--- src/rtl/pacing_timing_controller.sv ---
// Demand-pacing (VVI-style) timing sequencer: paces when no intrinsic beat arrives
// within the selected escape interval, with a refractory window after every event.
module pacing_timing_controller #(
    parameter int TICK_DIV = 1000,
    parameter int CNT_W    = 12,
    parameter int LRI_0    = 1000,
    parameter int LRI_1    = 857,
    parameter int LRI_2    = 750,
    parameter int LRI_3    = 667,
    parameter int PW_TICKS = 2,
    parameter int RP_TICKS = 250
) (
    input  logic       clk,
    input  logic       rst,
    input  logic       sense_in,
    input  logic       enable,
    input  logic [1:0] rate_sel,
    output logic       pace_out,
    output logic       sense_evt,
    output logic [1:0] state,
    output logic [7:0] pace_cnt
);

    localparam int PRESC_W = (TICK_DIV > 1) ? $clog2(TICK_DIV) : 1;
    localparam logic [PRESC_W-1:0] PRESC_LAST = PRESC_W'(TICK_DIV - 1);
    localparam logic [CNT_W-1:0]   PW_LAST    = CNT_W'(PW_TICKS - 1);
    localparam logic [CNT_W-1:0]   RP_LAST    = CNT_W'(RP_TICKS - 1);
    localparam logic [CNT_W-1:0]   CNT_MAX    = {CNT_W{1'b1}};

    typedef enum logic [1:0] {
        IDLE    = 2'b00,
        ALERT   = 2'b01,
        PACE    = 2'b10,
        REFRACT = 2'b11
    } state_t;

    state_t             state_reg;
    logic [PRESC_W-1:0] presc_reg;
    logic [2:0]         sync_reg;
    logic [CNT_W-1:0]   esc_cnt_reg;
    logic [CNT_W-1:0]   ph_cnt_reg;
    logic [CNT_W-1:0]   lri_reg;
    logic [7:0]         pace_cnt_reg;

    logic               tick;
    logic               rise;
    logic [CNT_W-1:0]   lri_sel;
    logic [CNT_W-1:0]   lri_last;

    always_ff @(posedge clk or posedge rst) begin
        if (rst) begin
            presc_reg <= '0;
        end else if (presc_reg == PRESC_LAST) begin
            presc_reg <= '0;
        end else begin
            presc_reg <= presc_reg + 1'b1;
        end
    end

    assign tick = (presc_reg == PRESC_LAST);

    // sync_reg[1] is the metastability-safe sample; sync_reg[2] delays it for edge detect
    always_ff @(posedge clk or posedge rst) begin
        if (rst) begin
            sync_reg <= '0;
        end else begin
            sync_reg <= {sync_reg[1:0], sense_in};
        end
    end

    assign rise = sync_reg[1] & ~sync_reg[2];

    always_comb begin
        lri_sel = CNT_W'(LRI_0);
        case (rate_sel)
            2'd0: lri_sel = CNT_W'(LRI_0);
            2'd1: lri_sel = CNT_W'(LRI_1);
            2'd2: lri_sel = CNT_W'(LRI_2);
            2'd3: lri_sel = CNT_W'(LRI_3);
            default: lri_sel = CNT_W'(LRI_0);
        endcase
    end

    assign lri_last = lri_reg - CNT_W'(1);

    // Counter updates below the defaults override the per-tick increment on events
    always_ff @(posedge clk or posedge rst) begin
        if (rst) begin
            state_reg    <= IDLE;
            esc_cnt_reg  <= '0;
            ph_cnt_reg   <= '0;
            lri_reg      <= CNT_W'(LRI_0);
            pace_cnt_reg <= '0;
        end else begin
            if (tick && esc_cnt_reg != CNT_MAX) begin
                esc_cnt_reg <= esc_cnt_reg + 1'b1;
            end
            if (tick) begin
                ph_cnt_reg <= ph_cnt_reg + 1'b1;
            end

            if (!enable) begin
                state_reg <= IDLE;
            end else begin
                case (state_reg)
                    IDLE: begin
                        state_reg   <= ALERT;
                        esc_cnt_reg <= '0;
                        lri_reg     <= lri_sel;
                    end
                    ALERT: begin
                        // An intrinsic beat takes priority over a coincident escape expiry
                        if (rise) begin
                            state_reg   <= REFRACT;
                            esc_cnt_reg <= '0;
                            ph_cnt_reg  <= '0;
                            lri_reg     <= lri_sel;
                        end else if (tick && esc_cnt_reg == lri_last) begin
                            state_reg    <= PACE;
                            esc_cnt_reg  <= '0;
                            ph_cnt_reg   <= '0;
                            lri_reg      <= lri_sel;
                            pace_cnt_reg <= pace_cnt_reg + 1'b1;
                        end
                    end
                    PACE: begin
                        if (tick && ph_cnt_reg == PW_LAST) begin
                            state_reg  <= REFRACT;
                            ph_cnt_reg <= '0;
                        end
                    end
                    REFRACT: begin
                        if (tick && ph_cnt_reg == RP_LAST) begin
                            state_reg <= ALERT;
                        end
                    end
                    default: state_reg <= IDLE;
                endcase
            end
        end
    end

    assign state     = state_reg;
    assign pace_out  = (state_reg == PACE);
    assign sense_evt = (state_reg == ALERT) & enable & rise;
    assign pace_cnt  = pace_cnt_reg;

endmodule

--- config.mk ---
export PLATFORM = sky130hd
export DESIGN_NAME = pacing_timing_controller
export DESIGN_NICKNAME = d
export VERILOG_FILES = /design/src/rtl/pacing_timing_controller.sv
export SDC_FILE = /design/constraint.sdc
export NUM_CORES = 1
export LEC_CHECK = 0
export CAP_MARGIN = 20
export CORE_MARGIN = 2
export CORE_UTILIZATION = 45
export CTS_CLUSTER_DIAMETER = 50
export DETAILED_ROUTE_END_ITERATION = 8
export GPL_ROUTABILITY_DRIVEN = 0
export PLACE_DENSITY = 0.72
export SLEW_MARGIN = 20
export SYNTH_ARGS = -nofsm -noshare
export SYNTH_HDL_FRONTEND = slang
export SYNTH_SLANG_ARGS = --single-unit
--- constraint.sdc ---
create_clock -name clk -period 2.22 [get_ports clk]
set_clock_uncertainty 0.1 [all_clocks]
set_input_delay 0.333 -clock clk [delete_from_list [all_inputs] [get_ports clk]]
set_output_delay 0.333 -clock clk [all_outputs]
set_load 0.01 [all_outputs]
==> Word level (Yosys, flattened, before mapping) <==
Index checks and enable logic that the tools add are counted.
{ "totals": {"ff_bits": 59, "elab_cells": 64, "latchBits": 0, "inputBits": 6, "ramBits": 0, "rom_bits": 0, "out_inout_bits": 12, "mem_count": 0} }
{ "op_classes": {"div_mod_pow": 0, "n_mux": 22, "shift": 0, "reduce_logical": 10, "n_bitwise": 5, "n_eq_ne": 15, "order_cmp": 0, "add_sub_neg": 5, "n_mul": 0} }
{ "op_table": {"columns": ["cell", "n"], "rows": [
  ["$mux W12", 11],
  ["$pmux W12 S2", 3],
  ["$pmux W12 S4", 1],
  ["$add A12 B1 Y12 const B", 2],
  ["$eq A12 B1 Y1 const B", 1],
  ["$eq A12 B12 Y1", 1],
  ["$eq A12 B8 Y1 const B", 1],
  ["$ne A12 B12 Y1 const B", 1],
  ["$sub A12 B1 Y12 const B", 1],
  ["$add A10 B1 Y10 const B", 1],
  ["$eq A10 B10 Y1 const B", 1],
  ["$mux W10", 1],
  ["$mux W2", 5],
  ["$add A8 B1 Y8 const B", 1],
  ["$eq A2 B2 Y1 const B", 4],
  ["$pmux W2 S4", 1],
  ["$ne A3 B3 Y1 const B", 2],
  ["$reduce_and A3 Y1", 2],
  ["$eq A2 B1 Y1 const B", 2],
  ["$logic_and A1 B1 Y1", 4],
  ["$logic_not A2 Y1", 2],
  ["$ne A4 B4 Y1 const B", 1],
  ["$reduce_and A4 Y1", 1],
  ["$and A1 B1 Y1", 3],
  ["other kinds (3)", 4]
]} }

==> Depth between registers and ports, before layout <==
Gate-level depths: netlist of run 1.
{ "depth": {"ltp_word": 7, "depth_mapped": 9, "mapped_depth_nobuf": 8} }

==> Worst setup path after synthesis of run 1 <==
No wires, ideal clock.
{ "synth_path": {"path_type": "register to register", "start": "reg esc_cnt_reg[7]", "end": "reg lri_reg[1]", "arrival_time_ns": 2.018, "slack_ns": -0.022, "setup_time_ns": 0.125, "synth_period_minus_slack_ns": 2.242, "required_time_ns": 1.995, "path_buffers": 1, "path_stages_with_launch": 8, "path_cell_list": "dfrtp_1 -> buf_6 -> xor2_1 -> a2111oi_2 -> nand4_1 -> o31a_1 -> nor2_8 -> mux2_2"} }
{ "synth_between": {"elab_chain_len": 4} }
{ "synth_rtl": {"columns": ["item", "line", "text"], "rows": [
  ["start: declaration", "40", "logic [CNT_W-1:0] esc_cnt_reg;"],
  ["start signal: assignment", "96", "esc_cnt_reg <= esc_cnt_reg + 1'b1;"],
  ["$eq A12 B12 Y1", "118", "end else if (tick && esc_cnt_reg == lri_last) begin"],
  ["$logic_and A1 B1 Y1", "118", null],
  ["$ne A3 B3 Y1 (no source line)", null, null],
  ["$reduce_and A3 Y1 (no source line)", null, null],
  ["end signal: assignment", "109", "lri_reg <= lri_sel;"],
  ["end signal: assignment", "117", "lri_reg <= lri_sel;"],
  ["end signal: assignment", "122", "lri_reg <= lri_sel;"],
  ["end: declaration", "42", "logic [CNT_W-1:0] lri_reg;"]
]} }
No other way between the ends.
A chain may end at the register's enable or synchronous reset.

==> Worst setup path after layout of run 1 <==
{ "layout_path": {"start": "reg lri_reg[4]", "end": "reg lri_reg[4]"} }
{ "layout_between": {"elab_chain_len": 5} }
{ "layout_rtl": {"columns": ["item", "line", "text"], "rows": [
  ["start signal: assignment", "92", "lri_reg <= CNT_W'(LRI_0);"],
  ["start signal: assignment", "109", null],
  ["start signal: assignment", "117", null],
  ["$sub A12 B1 Y12", "84", "assign lri_last = lri_reg - CNT_W'(1);"],
  ["$eq A12 B12 Y1", "118", null],
  ["$logic_and A1 B1 Y1", "118", null],
  ["$ne A3 B3 Y1 (no source line)", null, null],
  ["$reduce_and A3 Y1 (no source line)", null, null]
]} }
No other way between the ends.

==> impl_metrics.toml, run 1 <==
[status]
status = "finished with violations"
failed_checks = "negative setup slack"

[drt]
ant_nets = 0
drt_pass1_iterations = 4
drt-initial-drc-count = 70
viasPerCell = 5.13
drc = 0
routedWlPerCell_um = 13.2
routed_wirelength_mm = 5.25
vias = 2045

[sta]
period_needed_ps = 2310
hold_viol = 0
max_freq_ghz = 0.432
setup_slack_ps = -93.3
setup_viol = 25
drv_slew = 0
min_period_over_period = 1.04
rsz0062_at_grt = "true"
tightestPinTransition_ps = 624
relSlewSlack = 0.580

[worst_setup_path]
arrival_ps = 2410
cpPeakStageDelay_ps = 410
reg2reg_to = "lri_reg[4]"
crit_path_top_delay_cell = "dfrtp_1"
crit_type = "reg2reg"
crit_chain = "or3_1, a211oi_1, a31oi_1, o31a_1, nor2_8, mux2_2"
cp_max_fo = 8
reg2reg_from = "lri_reg[4]"
r2r_slack_ps = -90
endpoint_kind = "register"
critical_path_required_ps = 2310
startpoint_type = "register"
r2r_cells = 6

[grt]
grt-ovfl-total = 0
grt_usage = 0.163
antenna_found_initial = 0
grt_pass1_wl_mm = 8.46
grt_max_degree = 55
grt_pass1_vias = 1903

[logic_synthesis]
ys_warn_count = 0
synth_top_cell_by_area = "dfrtp_1"
synth_seq_cells = 54
synth_area_per_cell_um2 = 10.2
synth_flop_cell = "dfrtp_1"
synth-seq-area-share = 0.489
synthCells = 272
ys_types = 38
synthTopCellsByArea = "dfrtp_1 45%, xor2_1 6.9%, xnor2_1 6.0%"
syn_area_um2 = 2770
synth_edf_count = 0
ys_async_sr_fraction = 1.00
syn_nets = 288
synth_top_area_frac = 0.451

[min_path]
hold_path.class = "reg2reg"
min_path_cells = 0
hold_path_end = "sync_reg[1]"
hp-start = "sync_reg[0]"

[power]
p_sw_frac = 0.309
combPwrFrac = 0.322
seqPwrFrac = 0.459
power.density_nw_per_um2 = 729
p_int_w = 0.00175
p_switching_w = 0.000783
leakagePower_nw = 1.56
peakVddDrop_mv = 0.556
clkPwrFrac = 0.219

[job]
maxCapViolations = 0

[layout]
area_growth_pct = 25.5
regArea_um2 = 1360
multi_input_area_um2 = 1440
num-nets-final = 339
n_fill_cell = 512
diodes = 0
fin_cells = 399
fin_area_um2 = 3480
drive_above_1_share = 0.228
final_util = 0.584

[clock_network]
clockBufferDepth = 2
clk_latency_ps = 300
cts-root-buf = "clkbuf_8"
path_clk_slew_ps = 90
hold_buffers = 0
cts_made_buffers = 5
cts_htree_levels = 2
cts_tree = "yes"
clock-sinks = 54

[floorplanning]
dieArea_um2 = 6810
boundaryPins = 18
row_count = 28
core_area_um2 = 5960
start_util = 0.466
die_x_um = 82.5
die_height_um = 82.5

[placed_design]
portBuffers = 17
placed_cells = 384
hpwlAfterDp_mm = 3.55
dp_worst_setup_slack_ps = -76.9
dpl_cell_area_um2 = 3210
==> worst max-delay path: cells and delay by family (launching register included) <==
kind | cells | cell delay (ps)
flip-flops | 1 | 410
AND/OR/NAND/NOR | 2 | 560
multiplexers | 1 | 350
AO/OA/AOI/OAI | 3 | 780
==> power by group through the flow <==
stage / clock network (W) / logic [W] / registers [W]
after floorplan: 0 / 0.000424 / 0.00117
after global placement: 0 / 0.000589 / 0.00118
after detailed placement: 0 / 0.000608 / 0.00119
after CTS: 0.000583 / 0.000660 / 0.00117
after global routing: 0.000619 / 0.000883 / 0.00117
final: 0.000557 / 0.000815 / 0.00116
==> placed cells by master, fill, tap and decap left out, types with 2 or more instances in the layout <==
cell and count:
dfrtp_1 50, nor2_1 29, buf_4 28, nand2_1 22, xor2_1 21, xnor2_1 19
clkdlybuf4s50_1 16, nand4_1 13, inv_1 10, nand3_1 10, and3_1 9, o21ai_0 9
ha_1 9, nor2_4 6, clkbuf_8 6, and2_1 5, mux2_2 5, nand2b_1 4
nor2_2 4, buf_6 4, dfstp_2 4, or3_1 3, nor3_1 3, mux2i_1 3
inv_2 2, and4_1 2, mux2_4 2, a21oi_1 2
==> cell families (layout without fill, tap and decap cells) <==
kind of cell,after synthesis,count (layout),share of synthesized area
flip-flops,54,54,0.489
AND/OR/NAND/NOR,119,119,0.221
adder cells (fa/ha/maj),10,10,0.0451
XOR/XNOR,41,41,0.129
buffers and inverters,19,71,0.0316
multiplexers,10,10,0.0392
AO/OA/AOI/OAI,19,19,0.0451
==> final cells by class <==
cell class / count / area share
Multi-Input combinational cell: 199 / 0.412
Sequential cell: 54 / 0.390
Timing Repair Buffer: 51 / 0.132
Tap cell: 75 / 0.0270
Clock buffer: 7 / 0.0248
Inverter: 12 / 0.0129
Clock inverter: 1 / 0.00144
==> stage by stage <==
stage / hold WS [ps] / total power (W) / setup TNS [ps]
after global routing: 281 / 0.00268 / -5070
after global placement: 235 / 0.00177 / 0
after detailed placement: 237 / 0.00179 / -511
after floorplan: 231 / 0.00160 / 0
after CTS: 259 / 0.00241 / -223
final: 256 / 0.00254 / -1290
==> cells in the mapped netlist (2+ instances only) <==
library cell / number
buf_4: 2
dfstp_2: 4
nand2_1: 22
dfrtp_1: 50
o21ai_0: 9
nor4b_1: 2
a21oi_1: 2
nand3_1: 11
ha_1: 10
and3_1: 9
nor2_1: 39
inv_1: 12
and4_1: 2
nand4_1: 13
nand2b_1: 4
and2_1: 5
nor3_1: 3
mux2i_1: 3
mux2_2: 7
clkbuf_1: 3
xor2_1: 22
xnor2_1: 19
a211oi_1: 2
or3_1: 3
==> worst max-delay path by stage <==
stage,from,endpoint,depth (start not counted)
floorplan,esc_cnt_reg[3],lri_reg[1],7
global placement,lri_reg[4],lri_reg[4],6
detailed placement,lri_reg[8],lri_reg[4],7
CTS,lri_reg[7],lri_reg[4],6
global route,lri_reg[7],lri_reg[2],6
finish,lri_reg[4],lri_reg[4],6
==> routing by layer <==
layer | vias up | GRT usage | wire length, um
met3 | 7 | 0.0424 | 151
met2 | 25 | 0.256 | 2550
li1 | 1016 | - | -
met5 | - | 0 | 0
met1 | 997 | 0.219 | 2490
met4 | 0 | 0.0574 | 53
==> what timing repair did <==
action | in CTS | in global routing
cloned | 0 | 1
gates resized for setup | 3 | 31
setup buffers | 4 | 3
pin swaps | 0 | 15
endpoints found under the hold margin | 0 | 0
endpoints found under the setup margin | 11 | 41
(Power assumes the default switching activity.)
==> run 2: changes to the inputs <==
--- a/config.mk
+++ b/config.mk
@@ -6,7 +6,7 @@
 export NUM_CORES = 1
 export LEC_CHECK = 0
 export CAP_MARGIN = 20
-export CORE_MARGIN = 2
+export CORE_MARGIN = 1.5
 export CORE_UTILIZATION = 45
 export CTS_CLUSTER_DIAMETER = 50
 export DETAILED_ROUTE_END_ITERATION = 8
==> impl_metrics.toml, run 2 (synthesis results as in run 1) <==
[sta]
setup_viol = 2
setup_slack_ps = -29.0
drv_slew = 0
relSlewSlack = 0.583
min_period_over_period = 1.01
max_freq_ghz = 0.445
tightestPinTransition_ps = 618
period_needed_ps = 2250
rsz0062_at_grt = "true"
tns_ps = -40.9
hold_viol = 0

[floorplanning]
boundaryPins = 18
start_util = 0.469
die_height_um = 81.5
dieArea_um2 = 6640
die_x_um = 81.5
core_area_um2 = 5920
row_count = 28

[worst_setup_path]
cpPeakStageDelay_ps = 560
endpoint_kind = "register"
worstSetupStartpoint = "lri_reg[7]"
crit_type = "reg2reg"
path_buf_inv = 0
reg2reg_from = "lri_reg[7]"
cp_max_fo = 8
arrival_ps = 2350
cp_top_family = "compound AO/OA/AOI/OAI gates"
critical_path_required_ps = 2320
crit_path_top_delay_cell = "dfstp_2"
startpoint_type = "register"
crit_chain = "xor2_1, a2111oi_2, nand4_1, o31a_1, nor2_8, mux2_2"

[placed_design]
dp_worst_setup_slack_ps = -58.3
hpwlAfterDp_mm = 3.87
portBuffers = 17
dpl_cell_area_um2 = 3210

[layout]
final_util = 0.581
diodes = 0
layout_common_cells = "50 x dfrtp_1, 35 x nor2_1, 32 x buf_4"
num-nets-final = 340
final_common_cell = "dfrtp_1"
area_growth_pct = 24.0
drive_above_1_share = 0.222
fin_area_um2 = 3440
n_fill_cell = 497

[clock_network]
clk_latency_ps = 310
cts_tree = "yes"
clockBufferDepth = 2
hold_buffers = 0
path_clk_slew_ps = 100
cts_made_buffers = 5
cts-root-buf = "clkbuf_8"
cts_htree_levels = 2
clock-sinks = 54

[status]
status = "finished with violations"
failed_checks = "negative setup slack"

[drt]
routed_wirelength_mm = 5.34
drt-initial-drc-count = 100
drc = 0
routedWlPerCell_um = 13.4
viasPerCell = 5.21
vias = 2084
ant_nets = 0
drt_pass1_iterations = 4

[grt]
grt_max_degree = 20
grt_pass1_vias = 1938
grt_pass1_wl_mm = 9.08
antenna_found_initial = 0
grt-ovfl-total = 0
grt_usage = 0.177

[job]
maxCapViolations = 0

[power]
power_w = 0.00250
peakVddDrop_mv = 0.686
power.density_nw_per_um2 = 727
leakagePower_nw = 1.57

[min_path]
hold_path.class = "in2async"
[run 2: routing by layer]
| layer | part of all wire | wire length, um | up-vias | track usage |
|---|---|---|---|---|
| li1 | - | - | 1016 | - |
| met1 | 0.48 | 2560 | 1028 | 0.249 |
| met2 | 0.48 | 2570 | 38 | 0.271 |
| met3 | 0.035 | 189 | 2 | 0.0478 |
| met4 | 0.0039 | 21 | 0 | 0.0397 |
| met5 | 0 | 0 | - | 0 |
[run 2: timing repair]
| item | in CTS | in global routing |
|---|---|---|
| hold endpoints to repair | 0 | 0 |
| gates resized for setup | 4 | 20 |
| pin swaps | 1 | 7 |
| endpoints found under the setup margin | 9 | 24 |
| setup buffers | 1 | 6 |
[run 2: through the flow]
| stage | instances | hold WS, ps |
|---|---|---|
| 6_report | 400 | 220 |
| 5_1_grt | 400 | 247 |
| 4_1_cts | 395 | 232 |
| 3_5_place_dp | 386 | 259 |
| 3_3_place_gp | 386 | 245 |
| 2_1_floorplan | 272 | 231 |
[run 2: layout make-up]
class / instances / area [um^2] / area share
repair buffers: 52 / 447 / 0.130
well taps: 75 / 93.8 / 0.0273
flip-flops and latches: 54 / 1360 / 0.394
inverters: 12 / 45.0 / 0.0131
clock inverters: 2 / 12.5 / 0.00364
multi-input cells: 199 / 1400 / 0.408
clock buffers: 6 / 82.6 / 0.0240
[run 2: final timing paths]
check,slack (ps),endpoint,cells after the start
min reg2reg,270,sync_reg[1],0
max reg2reg,-30,lri_reg[1],6
max in group asynchronous,1250,lri_reg[8],3
max,-30,lri_reg[1],6
min,220,esc_cnt_reg[4],2
min in group clk,270,sync_reg[1],0
[run 2: report_power, final]
part | internal [W] | total [W] | leakage (nW) | switching, W
Clock | 0.000251 | 0.000571 | 0.0472 | 0.000320
Sequential | 0.00109 | 0.00117 | 0.712 | 0.0000804
Combinational | 0.000397 | 0.000754 | 0.813 | 0.000357
Total | 0.00174 | 0.00250 | 1.57 | 0.000757
